===== config.mk =====
export PLATFORM = sky130hd
export DESIGN_NAME = sim_run_controller
export DESIGN_NICKNAME = d
export VERILOG_FILES = /design/src/rtl/sim_ctrl_pkg.sv /design/src/rtl/sim_run_controller_stall_detector.sv /design/src/rtl/sim_run_controller.sv
export SDC_FILE = /design/constraint.sdc
export NUM_CORES = 1
export LEC_CHECK = 0
export BUFFER_PORTS_ARGS = -buffer_cell sky130_fd_sc_hd__buf_2
export CORE_MARGIN = 1
export CORE_UTILIZATION = 52
export CTS_CLUSTER_DIAMETER = 80
export CTS_CLUSTER_SIZE = 16
export DETAILED_ROUTE_END_ITERATION = 10
export PLACE_DENSITY = 0.77
export SETUP_SLACK_MARGIN = 0.2
export SYNTH_ARGS = -nofsm -noshare
export SYNTH_HDL_FRONTEND = slang
export SYNTH_SLANG_ARGS = --single-unit

===== constraint.sdc =====
create_clock -name clk -period 6.12 [get_ports clk]
set_input_delay 0 -clock clk [delete_from_list [all_inputs] [get_ports clk]]
set_output_delay 0 -clock clk [all_outputs]
set_load 0.02 [all_outputs]

===== src/rtl/sim_ctrl_pkg.sv =====
// Shared types and constants for the simulation run controller.
package sim_ctrl_pkg;

    // Controller states: reset hold, executing, and the two terminal states.
    typedef enum logic [1:0] {
        ST_RST_HOLD = 2'd0,
        ST_RUN      = 2'd1,
        ST_HALTED   = 2'd2,
        ST_TIMEOUT  = 2'd3
    } run_state_e;

    // Halt cause encodings as seen on the halt_cause port.
    typedef logic [1:0] halt_cause_t;
    localparam halt_cause_t CAUSE_NONE   = 2'd0;
    localparam halt_cause_t CAUSE_ECALL  = 2'd1;
    localparam halt_cause_t CAUSE_EBREAK = 2'd2;
    localparam halt_cause_t CAUSE_LOOP   = 2'd3;

    // RV32 system instructions that end a program.
    localparam logic [31:0] INSTR_ECALL  = 32'h0000_0073;
    localparam logic [31:0] INSTR_EBREAK = 32'h0010_0073;

    // Terminal states only leave on an explicit start pulse.
    function automatic logic is_terminal(input run_state_e s);
        return (s == ST_HALTED) || (s == ST_TIMEOUT);
    endfunction

endpackage


===== src/rtl/sim_run_controller_stall_detector.sv =====
// Self-loop detector: counts consecutive RUN cycles whose PC repeats the
// previous cycle's PC and flags the cycle on which the count reaches the limit.
module stall_detector
    import sim_ctrl_pkg::*;
#(
    parameter int PC_W        = 32,
    parameter int STALL_LIMIT = 4
) (
    input  logic            clk,
    input  logic            reset,
    input  logic            en,
    input  logic [PC_W-1:0] pc,
    output logic            loop_hit
);

    localparam int SC_W = (STALL_LIMIT > 0) ? $clog2(STALL_LIMIT + 1) : 1;
    // Counter value that, with one more repeat, reaches the limit.
    localparam logic [SC_W-1:0] LIM_M1 = (STALL_LIMIT > 0) ? SC_W'(STALL_LIMIT - 1) : '0;

    logic [PC_W-1:0] prev_pc_q, prev_pc_d;
    logic            valid_q, valid_d;
    logic [SC_W-1:0] stall_q, stall_d;
    logic            same_pc;

    // The first enabled cycle has no valid previous PC and never counts as a repeat.
    assign same_pc  = valid_q && (pc == prev_pc_q);
    assign loop_hit = en && (STALL_LIMIT != 0) && same_pc && (stall_q == LIM_M1);

    // Next-state: track PC while enabled, forget everything while disabled.
    always_comb begin
        prev_pc_d = prev_pc_q;
        valid_d   = valid_q;
        stall_d   = stall_q;
        if (!en) begin
            valid_d = 1'b0;
            stall_d = '0;
        end else begin
            prev_pc_d = pc;
            valid_d   = 1'b1;
            if (!same_pc)
                stall_d = '0;
            else if (stall_q != LIM_M1)
                stall_d = stall_q + SC_W'(1);
        end
    end

    // State registers with async active-low clear.
    always_ff @(posedge clk or negedge reset) begin
        if (!reset) begin
            prev_pc_q <= '0;
            valid_q   <= 1'b0;
            stall_q   <= '0;
        end else begin
            prev_pc_q <= prev_pc_d;
            valid_q   <= valid_d;
            stall_q   <= stall_d;
        end
    end

endmodule


===== src/rtl/sim_run_controller.sv =====
// Run controller: sequences core reset, counts RUN cycles and detects
// end-of-program (ECALL, EBREAK, self-loop, cycle budget timeout).
module sim_run_controller
    import sim_ctrl_pkg::*;
#(
    parameter int PC_W        = 32,
    parameter int INSTR_W     = 32,
    parameter int CNT_W       = 32,
    parameter int RST_CYCLES  = 2,
    parameter int STALL_LIMIT = 4,
    parameter int TIMEOUT     = 1000
) (
    input  logic               clk,
    input  logic               reset,
    input  logic               start,
    input  logic [PC_W-1:0]    pc,
    input  logic [INSTR_W-1:0] instr,
    output logic               core_reset,
    output logic               running,
    output logic               done,
    output logic               timed_out,
    output logic [1:0]         halt_cause,
    output logic [CNT_W-1:0]   cycle_count,
    output logic [PC_W-1:0]    halt_pc
);

    localparam int HC_W = (RST_CYCLES > 1) ? $clog2(RST_CYCLES) : 1;
    localparam logic [HC_W-1:0]    HOLD_LAST = HC_W'(RST_CYCLES - 1);
    localparam logic [CNT_W:0]     TO_V      = (CNT_W + 1)'(TIMEOUT);
    localparam logic [INSTR_W-1:0] ECALL_V   = INSTR_W'(INSTR_ECALL);
    localparam logic [INSTR_W-1:0] EBREAK_V  = INSTR_W'(INSTR_EBREAK);

    run_state_e       state_q, state_d;
    logic [HC_W-1:0]  hold_q, hold_d;
    logic [CNT_W-1:0] cycle_q, cycle_d;
    halt_cause_t      cause_q, cause_d;
    logic [PC_W-1:0]  halt_pc_q, halt_pc_d;
    logic             core_reset_q, core_reset_d;
    logic             running_q, running_d;
    logic             done_q, done_d;
    logic             timed_out_q, timed_out_d;

    logic             is_ecall, is_ebreak, loop_hit, to_hit;
    logic [CNT_W:0]   cycle_inc;

    stall_detector #(
        .PC_W        (PC_W),
        .STALL_LIMIT (STALL_LIMIT)
    ) u_stall (
        .clk      (clk),
        .reset    (reset),
        .en       (state_q == ST_RUN),
        .pc       (pc),
        .loop_hit (loop_hit)
    );

    assign is_ecall  = (instr == ECALL_V);
    assign is_ebreak = (instr == EBREAK_V);
    // Extra bit so the compare stays exact even when the counter is saturated.
    assign cycle_inc = {1'b0, cycle_q} + {{CNT_W{1'b0}}, 1'b1};
    assign to_hit    = (TIMEOUT != 0) && (cycle_inc == TO_V);

    // Next-state and registered-output decode for the run FSM.
    always_comb begin
        state_d      = state_q;
        hold_d       = hold_q;
        cycle_d      = cycle_q;
        cause_d      = cause_q;
        halt_pc_d    = halt_pc_q;
        core_reset_d = core_reset_q;
        running_d    = running_q;
        done_d       = done_q;
        timed_out_d  = timed_out_q;
        case (state_q)
            ST_RST_HOLD: begin
                if (hold_q == HOLD_LAST) begin
                    state_d      = ST_RUN;
                    hold_d       = '0;
                    core_reset_d = 1'b0;
                    running_d    = 1'b1;
                end else begin
                    hold_d = hold_q + HC_W'(1);
                end
            end
            ST_RUN: begin
                // The halting cycle itself is counted; saturate instead of wrapping.
                if (!(&cycle_q))
                    cycle_d = cycle_q + CNT_W'(1);
                if (is_ecall || is_ebreak || loop_hit) begin
                    state_d   = ST_HALTED;
                    running_d = 1'b0;
                    done_d    = 1'b1;
                    halt_pc_d = pc;
                    if (is_ecall)       cause_d = CAUSE_ECALL;
                    else if (is_ebreak) cause_d = CAUSE_EBREAK;
                    else                cause_d = CAUSE_LOOP;
                end else if (to_hit) begin
                    state_d     = ST_TIMEOUT;
                    running_d   = 1'b0;
                    done_d      = 1'b1;
                    timed_out_d = 1'b1;
                    halt_pc_d   = pc;
                    cause_d     = CAUSE_NONE;
                end
            end
            default: begin
                // Terminal: results frozen until a start pulse re-arms a run.
                if (is_terminal(state_q) && start) begin
                    state_d      = ST_RST_HOLD;
                    hold_d       = '0;
                    cycle_d      = '0;
                    cause_d      = CAUSE_NONE;
                    halt_pc_d    = '0;
                    core_reset_d = 1'b1;
                    running_d    = 1'b0;
                    done_d       = 1'b0;
                    timed_out_d  = 1'b0;
                end
            end
        endcase
    end

    // FSM state, counters and outputs, all cleared asynchronously on reset low.
    always_ff @(posedge clk or negedge reset) begin
        if (!reset) begin
            state_q      <= ST_RST_HOLD;
            hold_q       <= '0;
            cycle_q      <= '0;
            cause_q      <= CAUSE_NONE;
            halt_pc_q    <= '0;
            core_reset_q <= 1'b1;
            running_q    <= 1'b0;
            done_q       <= 1'b0;
            timed_out_q  <= 1'b0;
        end else begin
            state_q      <= state_d;
            hold_q       <= hold_d;
            cycle_q      <= cycle_d;
            cause_q      <= cause_d;
            halt_pc_q    <= halt_pc_d;
            core_reset_q <= core_reset_d;
            running_q    <= running_d;
            done_q       <= done_d;
            timed_out_q  <= timed_out_d;
        end
    end

    assign core_reset  = core_reset_q;
    assign running     = running_q;
    assign done        = done_q;
    assign timed_out   = timed_out_q;
    assign halt_cause  = cause_q;
    assign cycle_count = cycle_q;
    assign halt_pc     = halt_pc_q;

endmodule


==> results by group <==
Placement
  – Detail Placement HPWL: 10850 um
  – Place WS: 2.682 ns
  – Inst Count DP: 908
  – GP Congestion: 0.9165
  – Port Buf Inserts: 136

Die
  – Starting Density: 0.5445
  – Full die area: 12040 um2
  – # rows: 38
  – Die H: 109.7 um
  – Die W: 109.7 um
  – Placeable Area: 11080 um2
  – Ports: 137

Drt
  – Initial DRC Count: 421
  – Routed wire per std cell: 16.75 um
  – Routed vias/inst: 5.911
  – DR pass1 iterations: 5
  – Routed WL: 16050 um
  – # DRC: 0
  – Antenna-violating nets left: 0
  – Overall via count from detail_route: 5663

Worst setup path
  – R2R Path End: halt_pc[9]
  – Worst reg-to-reg path cell count: 9
  – CP Capture Type: flip-flop
  – Startpoint Class: flip-flop
  – Worst-path maximum fanout: 37
  – Critical path arrival: 3.74 ns
  – CP required: 6.38 ns
  – Worst Setup SP: cycle_count[0]
  – Reg2Reg Launch Point: cycle_count[0]
  – FF-to-FF setup slack: 2.64 ns
  – CP Capture Point: halt_pc[9]
  – Setup CP Type: reg2reg

Logic synthesis
  – Sequential-to-total area share from yosys stat: 0.4524
  – Cells after Synth: 665
  – Fraction of registers with async set/reset: 1.000
  – Post-synthesis area per instance: 9.071 um2
  – Post-synth net total: 735
  – Synth Flop Type: dfrtp_1
  – YS warnings: 0
  – Yosys reg bits: 109
  – Yosys cell types: 64
  – Number of synthesized flops with an enable pin: 0
  – Cell area after synthesis: 6032 um2

Cells and area
  – Area Overhead vs Synth: 22.49%
  – Fin nets: 883
  – Diode count: 0
  – Final std cells w/o fill: 958
  – Layout cells sized above 1: 0.2298
  – Filler instances: 874

GRT
  – Remaining Overflow, GRT: 0
  – First-pass GRT wire length: 25760 um
  – Pin count of the biggest net entering global routing: 71
  – GRT Total Usage: 0.2773
  – Initial antenna violation count: 0
  – Vias in the first global route: 5350

Clock network
  – Clock sink count: 109
  – CTS tree: done
  – Clk Latency, worst-skew pair: 0.35 ns
  – Clock Pin Slew Worst Setup and Hold Paths: 0.07 ns
  – Htree depth: 3
  – Cts repair resizes: 0
  – CTS buffer count: 9
  – Hold-fix buffers, CTS: 34
  – CTS max path bufs: 2
  – Setup bufs post-CTS: 0
  – CTS root buf: clkbuf_16

STA
  – Crit path time final: 3.482 ns
  – Min Hold Slack: 0.04779 ns
  – Final hold vios: 0
  – Max Transition Viols Final: 0
  – Max Fclk: 287.2 MHz
  – Worst slew pin tran: 1.091 ns
  – Final period utilization: 0.5690
  – PnR worst setup slack: 2.638 ns
  – Setup TNS: 0 ns
  – Worst slew margin relative to its limit: 0.2724
  – RSZ-0062 raised after global routing: false
  – Final setup fails: 0
  – Skew final: 0.01134 ns

Power and ir drop
  – Pwr/cell area: 340.3 nW/um2
  – Leakage: 3.713 nW
  – Overall power: 2.514 mW
  – Worst vdd ir: 199.7 uV

Flow run
  – Max-cap violations: 0

Hold path
  – Worst min path class: in2reg

Status
  – Status: finished, final reports clean
==> synthesized netlist by cell type (4+ instances only) <==
master / number / area, um2
a21oi_1: 16 / 80.08
a31o_2: 5 / 43.79
a31oi_1: 12 / 75.07
and2_1: 4 / 25.02
and3_1: 5 / 31.28
buf_2: 4 / 20.02
buf_4: 5 / 37.54
clkbuf_1: 23 / 86.33
dfrtp_1: 108 / 2703
inv_1: 41 / 153.9
mux2i_1: 35 / 350.3
nand2_1: 120 / 450.4
nand3_1: 17 / 85.08
nand4_1: 18 / 112.6
nor2_1: 36 / 135.1
nor3_1: 9 / 45.04
nor3b_1: 4 / 30.03
nor4_1: 14 / 87.58
o21ai_0: 69 / 345.3
o31ai_1: 8 / 60.06
o41ai_1: 6 / 52.55
xnor2_1: 18 / 157.7
xor2_1: 22 / 192.7
==> power by group <==
group	switching [mW]	leakage, nW	internal [mW]
clock	0.274	0.162	0.368
combinational	0.497	2.15	0.295
sequential	0.199	1.40	0.882
==> flip-flops by register name, summed over array words and instances (netlist names) <==
signal / flops
running: 1
u_stall.stall_q: 3
done: 1
hold_q: 1
state_q: 2
u_stall.prev_pc_q: 32
timed_out: 1
cycle_count: 32
u_stall.valid_q: 1
halt_cause: 2
halt_pc: 32
core_reset: 1
==> final cells by class <==
type	instances	area, um2	area share
clock buffers	10	229.0	0.03099
flip-flops and latches	109	2729	0.3693
multi-input cells	475	2929	0.3964
clock inverters	6	100.1	0.01355
repair buffers	176	1069	0.1446
inverters	42	157.7	0.02134
well taps	140	175.2	0.02371
==> worst max-delay path: stages (launching register included) <==
cell and delay, ns:
dfrtp_1 0.49, ha_1 0.35, nand3_2 0.19, nor2_1 0.34, nand4_1 0.25, mux2_2 0.33, a2bb2oi_1 0.15, nand4_2 0.11
a21o_2 0.85, mux2i_1 0.28
==> cells by family (layout without fill, tap and decap cells) <==
| kind of cell | Yosys count | count (layout) | share of synthesized area |
|---|---|---|---|
| adders and majority gates | 3 | 3 | 0.006223 |
| buffers and inverters | 81 | 234 | 0.06493 |
| DFF | 109 | 109 | 0.4524 |
| muxes | 36 | 36 | 0.05995 |
| and+or+nand+nor | 261 | 261 | 0.2244 |
| AOI/OAI and AO/OA | 135 | 135 | 0.1340 |
| xor gates and xnor gates | 40 | 40 | 0.05808 |
==> how the worst min path moves through the flow <==
stage	to	slack (ns)	cells past startpoint	start
after floorplan	cycle_count[0]	-0.30	0	reset
after global placement	cycle_count[19]	0.02	1	reset
final	halt_cause[0]	0.05	3	instr[20]
after CTS	halt_cause[0]	0.05	3	instr[20]
after global routing	halt_cause[0]	0.08	3	instr[20]
after detailed placement	cycle_count[17]	0.02	1	reset
==> layout by cell type (no fill, tap or decap), types with 3 or more instances in the layout <==
cell             n
nor4_1          14
a31oi_1         12
a31o_2           5
buf_4            7
nor3_4           3
or4_1            3
o31ai_1          7
nor3_1           9
and2_1           4
xor2_1          22
a21oi_1         16
a211oi_1         3
inv_1           41
dfrtp_1        108
o41ai_1          6
o21ai_0         69
nand4_1         18
ha_1             3
nand3_1         17
nand2_1        120
nor2_1          36
nor3b_1          4
xnor2_1         18
dlygate4sd3_1   34
and3_1           5
buf_2          135
mux2i_1         35
clkbuf_16        9
nand4_2          3
==> metal layers <==
metal | vias up | wire, um | track usage | share of wire
met3 | 35 | 1203 | 0.05453 | 0.075
li1 | 2614 | - | - | -
met4 | 0 | 414 | 0.1124 | 0.026
met2 | 265 | 7674 | 0.4542 | 0.48
met1 | 2749 | 6754 | 0.3622 | 0.42
met5 | - | 0 | 0 | 0
==> stage by stage <==
step / instance area (um2) / util
global placement: 6719 / 0.6065
CTS: 7388 / 0.6669
finish: 7388 / 0.6669
floorplan: 6032 / -
global route: 7388 / 0.6669
detailed placement: 6719 / 0.6065
Note: power is estimated with default switching activity, not from simulation.
